==> src/rtl/prog_loader_pkg.sv <==
// prog_loader_pkg: shared loader FSM states, header byte order and depth default
package prog_loader_pkg;
  localparam int DEPTH_WORDS_DEFAULT = 256;
  localparam int LEN_LO_SHIFT = 0;
  localparam int LEN_HI_SHIFT = 8;
  typedef enum logic [2:0] {HDR0, HDR1, DATA, CSUM, RUN, ERR} state_t;
endpackage

==> src/rtl/prog_loader_byte_packer.sv <==
// byte_packer: packs little-endian byte lanes into a 32-bit word and flags completion
module byte_packer
  import prog_loader_pkg::*;
(
  input  logic        clk,
  input  logic        rst,
  input  logic        en,
  input  logic [7:0]  data,
  output logic [31:0] word,
  output logic        full
);
  logic [1:0] lane;
  always_ff @(posedge clk) begin
    if (!rst) begin
      lane <= '0;
      word <= '0;
      full <= 1'b0;
    end else begin
      full <= en && lane == 2'd3;
      if (en) begin
        word[{lane, 3'b000} +: 8] <= data;
        lane <= lane + 2'd1;
      end
    end
  end
endmodule

==> src/rtl/prog_loader.sv <==
// prog_loader: receives a length-prefixed, XOR-checksummed byte image into instruction memory, then releases the core
module prog_loader
  import prog_loader_pkg::*;
#(
  parameter int DEPTH_WORDS = DEPTH_WORDS_DEFAULT,
  parameter int ADDR_W = 8
) (
  input  logic              clk,
  input  logic              rst,
  input  logic              rx_valid,
  input  logic [7:0]        rx_data,
  output logic              rx_ready,
  output logic              imem_we,
  output logic [ADDR_W-1:0] imem_addr,
  output logic [31:0]       imem_wdata,
  output logic              core_enable,
  output logic              done,
  output logic              err
);
  state_t state, state_n;
  logic [15:0] len, n_hdr;
  logic [7:0] csum;
  logic [ADDR_W-1:0] idx;
  logic accept, full, last, bad_len;
  assign rx_ready = rst && !full && (state == HDR0 || state == HDR1 || state == DATA || state == CSUM);
  assign accept = rx_valid && rx_ready;
  assign n_hdr = (16'(rx_data) << LEN_HI_SHIFT) | len;
  assign bad_len = n_hdr == 16'd0 || 32'(n_hdr) > DEPTH_WORDS;
  assign last = idx == ADDR_W'(len - 16'd1);
  assign imem_we = full;
  assign imem_addr = idx;
  assign core_enable = state == RUN;
  assign done = state == RUN;
  assign err = state == ERR;
  byte_packer u_pack (
    .clk  (clk),
    .rst  (rst),
    .en   (accept && state == DATA),
    .data (rx_data),
    .word (imem_wdata),
    .full (full)
  );
  always_comb begin
    state_n = state;
    case (state)
      HDR0:    state_n = accept ? HDR1 : HDR0;
      HDR1:    state_n = accept ? (bad_len ? ERR : DATA) : HDR1;
      DATA:    state_n = (full && last) ? CSUM : DATA;
      CSUM:    state_n = accept ? (rx_data == csum ? RUN : ERR) : CSUM;
      default: state_n = state;
    endcase
  end
  always_ff @(posedge clk) begin
    if (!rst) begin
      state <= HDR0;
      len   <= '0;
      csum  <= '0;
      idx   <= '0;
    end else begin
      state <= state_n;
      if (accept && state == HDR0) len <= 16'(rx_data) << LEN_LO_SHIFT;
      if (accept && state == HDR1) len <= n_hdr;
      if (accept && state == DATA) csum <= csum ^ rx_data;
      if (full && !last) idx <= idx + 1'b1;
    end
  end
endmodule

==> config.mk <==
export PLATFORM = sky130hd
export DESIGN_NAME = prog_loader
export DESIGN_NICKNAME = d
export VERILOG_FILES = /design/src/rtl/prog_loader_pkg.sv /design/src/rtl/prog_loader_byte_packer.sv /design/src/rtl/prog_loader.sv
export SDC_FILE = /design/constraint.sdc
export NUM_CORES = 1
export LEC_CHECK = 0
export CAP_MARGIN = 10
export CORE_MARGIN = 5
export CORE_UTILIZATION = 57
export CTS_CLUSTER_DIAMETER = 80
export DETAILED_ROUTE_END_ITERATION = 16
export GPL_TIMING_DRIVEN = 0
export PLACE_DENSITY = 0.95
export SYNTH_ARGS = -nofsm -noshare
export SYNTH_HDL_FRONTEND = slang
export SYNTH_SLANG_ARGS = --single-unit
==> constraint.sdc <==
create_clock -name clk -period 4.5 [get_ports clk]
set_input_delay 1.35 -clock clk [delete_from_list [all_inputs] [get_ports clk]]
set_output_delay 1.35 -clock clk [all_outputs]
set_load 0.02 [all_outputs]
==> results by group <==
STA
  – FMAX: 245 MHz
  – Fin crit period: 4.09 ns
  – Max-slew violations: 0
  – Slew margin rel.: approximately two fifths
  – Setup tns final: 0 ns
  – Final Cycle Share: a little over 90%
  – Clk_skew: 0.00485 ns
  – Final worst setup slack: 0.411 ns
  – Worst Max-Slew Pin Slew: 0.884 ns
  – Final Setup Violations: 0
  – Fin. Hold Viols: 0
  – Unrepaired setup endpoints after global routing: false

Floorplanning
  – Row count: 28
  – Die area: 7540 um^2
  – I/O pin cnt: 56
  – Chip height: 86.8 um
  – Die Wd: between 80 and 90 um
  – Initial core utilization: between 50% and 60%
  – Core area: 5820 um^2

Synth
  – Post-synthesis cell area: 3370 um^2
  – Sequential share of the synthesized area: about two fifths
  – Top_reg_cell synth: dfxtp_1
  – Number of flops mapped to enable cells by yosys: 0
  – Most instantiated library cell after synthesis: dfxtp_1
  – Syn_area_per_cell: 8.76 um^2
  – Synth warn: 0
  – Synth top area cells: dfxtp_1 42%, a21boi_0 7.1%, nand2_1 6.1%, nand3_1 5.4%, xnor2_1 5.2%
  – Syn_nets: ~400
  – Netlist cell types: 42
  – Top-area cell type share of the netlist area: 41.6%
  – FFs w/ async S/R, synth: 0%
  – Mapped Cells: 384
  – Seq cells post-synth: 70
  – Synth area leader: dfxtp_1
  – Synth top cells by count: 70 x dfxtp_1, 55 x nand2_1, 36 x nand3_1, 32 x a21boi_0

Clock tree
  – H-tree depth: 3
  – CTS tree: yes
  – Post-CTS setup buffer count: 0
  – # clock sinks: 70
  – Clock root cell: clkbuf_8
  – Clock Latency Late Sink: 0.35 ns
  – CTS Buf Count: 9
  – CTS Hold Bufs: 0
  – Post_cts resized: 0
  – Clock Tree Buf Depth: 2
  – Worst-path clk slew: around 0.070 ns

Cells and area
  – Fillers: 459
  – Nets: 460
  – Layout cells sized above 1: 5.37%
  – Layout area overhead: 21.7%
  – N_diodes: 0
  – Post-route cell area: 4100 um^2

Routing
  – First-pass iteration count of the detailed router: 5
  – Via/cell ratio: 5.77
  – DRT Wirelength: between 8 and 9 mm
  – Initial DRC count: 252
  – Post-detailed-route DRC marker count: 0
  – Via count: roughly 3k
  – DRT antenna net count: 0
  – Avg WL per Cell: ~17 um

Worst setup path
  – Worst setup EP type: primary output
  – Biggest cell delay along the critical path: 0.61 ns
  – Crit Path Max Fanout: 4
  – CP required: approximately 3.2 ns
  – Buf+Inv Stages, Crit Path: 2
  – Critical path launch point type: primary input
  – Crit Path Class: in -> out
  – Slowest CP cell: clkdlybuf4s50_1
  – Critical path cell sequence: clkdlybuf4s50_1 -> nand2b_1 -> nor2_1 -> clkdlybuf4s50_1
  – Delay-heaviest family, CP: buffers and inverters
  – Arr. time, crit path: 2.74 ns
  – Critical Path Most Common Cell: clkdlybuf4s50_1

GRT
  – First-pass GRT wire length: 14.3 mm
  – Number of global-route vias before repair: between 3k and 4k
  – GRT Total Usage: 24.2%
  – Largest net degree at the start of global routing: 12
  – Grt ovf: 0
  – Initial antenna violation count: 0

Worst hold path
  – Worst min-delay path class: reg -> reg

Place
  – GPL Wtd Cong: 0.817
  – Port bufs: 47
  – DP Worst Slack: 0.424 ns
  – Area post-placement: 3930 um^2
  – Post-DP HPWL: 6.16 mm

Outcome
  – Run status: complete, no violations

Pwr
  – Total power: 1.17 mW
  – Leakage: 1.34 nW
  – Max VDD drop: 275 uV
  – Pwr dens: 286 nW/um^2

Run
  – Max cap viols: 0
[kinds of logic (layout without fill, tap and decap cells)]
group | after synthesis | count (layout) | synth area share, %
AO/OA/AOI/OAI | 67 | 67 | 15.7
XOR/XNOR | 26 | 26 | 6.77
adder cells (fa/ha/maj) | 7 | 7 | 2.60
buffers and inverters | 33 | 96 | 4.05
flip-flops | 70 | 70 | 41.6
multiplexers | 6 | 6 | 1.78
AND/OR/NAND/NOR | 175 | 175 | 27.5
[flip-flops by register name, indices dropped and copies added (netlist names)]
| register | cells |
|---|---|
| len | 16 |
| u_pack.lane | 2 |
| imem_addr | 8 |
| state | 3 |
| csum | 8 |
| u_pack.full | 1 |
| u_pack.word | 32 |
[worst paths after layout]
check                    endpoint  cells past startpoint      startpoint  slack [ns]
setup / recovery         rx_ready                      4             rst        0.41
hold / removal     u_pack.word[0]                      2  u_pack.word[0]        0.47
setup reg to reg  u_pack.word[29]                      6        state[2]        2.18
hold reg to reg    u_pack.word[0]                      2  u_pack.word[0]        0.47
[area by class of cell]
type,instances,area (um^2),share of cell area [%]
Multi-Input combinational cell,281,1830,44.6
Sequential cell,70,1400,34.2
Timing Repair Buffer,47,470,11.5
Clock buffer,11,141,3.45
Buffer,26,110,2.69
Tap cell,75,93.8,2.29
Inverter,7,26.3,0.641
Clock inverter,5,25.0,0.611
[through the flow]
stage          util (%)  instances  hold WS (ns)
2_1_floorplan         -        384         0.460
3_3_place_gp       67.6        506         0.453
3_5_place_dp       67.6        506         0.462
4_1_cts            70.4        522         0.468
5_1_grt            70.4        522         0.503
6_report           70.4        522         0.469
[cells in the final DEF (no fill, tap or decap), types with 2 or more instances in the layout]
cell	netlist	layout
or3_1	6	6
nand3_1	36	36
clkbuf_1	19	20
nor4_1	4	4
ha_1	7	7
nor2_1	8	8
o41ai_1	3	3
o21ai_0	3	3
xor2_1	6	6
buf_1	4	4
a31oi_1	2	2
a22oi_1	16	16
nor3b_1	6	6
clkdlybuf4s50_1	0	47
nand2b_1	6	6
a21boi_0	32	32
nand2_1	55	55
and2_1	12	12
a21boi_1	3	3
nor2b_1	20	20
nor3_1	6	6
nand4_1	6	6
mux2i_1	6	6
nand3b_1	5	5
clkinv_2	0	5
inv_1	7	7
xnor2_1	20	20
clkbuf_8	0	10
dfxtp_1	70	70
[tightest hold or removal path: stages, from the launching register on]
cell and delay, ns:
dfxtp_1 0.31, nand2_1 0.05, a21boi_0 0.06
[per-layer routing]
layer | global-route usage (%) | wire, um | vias up | share of wire [%]
met5 | 0 | 0 | - | 0
met4 | 8.36 | 176 | 0 | 2.0
li1 | - | - | 1448 | -
met2 | 41.5 | 4190 | 151 | 48
met1 | 28.9 | 3590 | 1388 | 41
met3 | 6.65 | 742 | 27 | 8.5
[power breakdown]
part / leakage, nW / switching, mW / internal [mW] / total [mW]
clock network: 0.0926 / 0.231 / 0.210 / 0.442
logic: 0.685 / 0.0600 / 0.0390 / 0.0990
registers: 0.565 / 0.00789 / 0.625 / 0.633
total: 1.34 / 0.299 / 0.874 / 1.17
(Power assumes the default switching activity.)
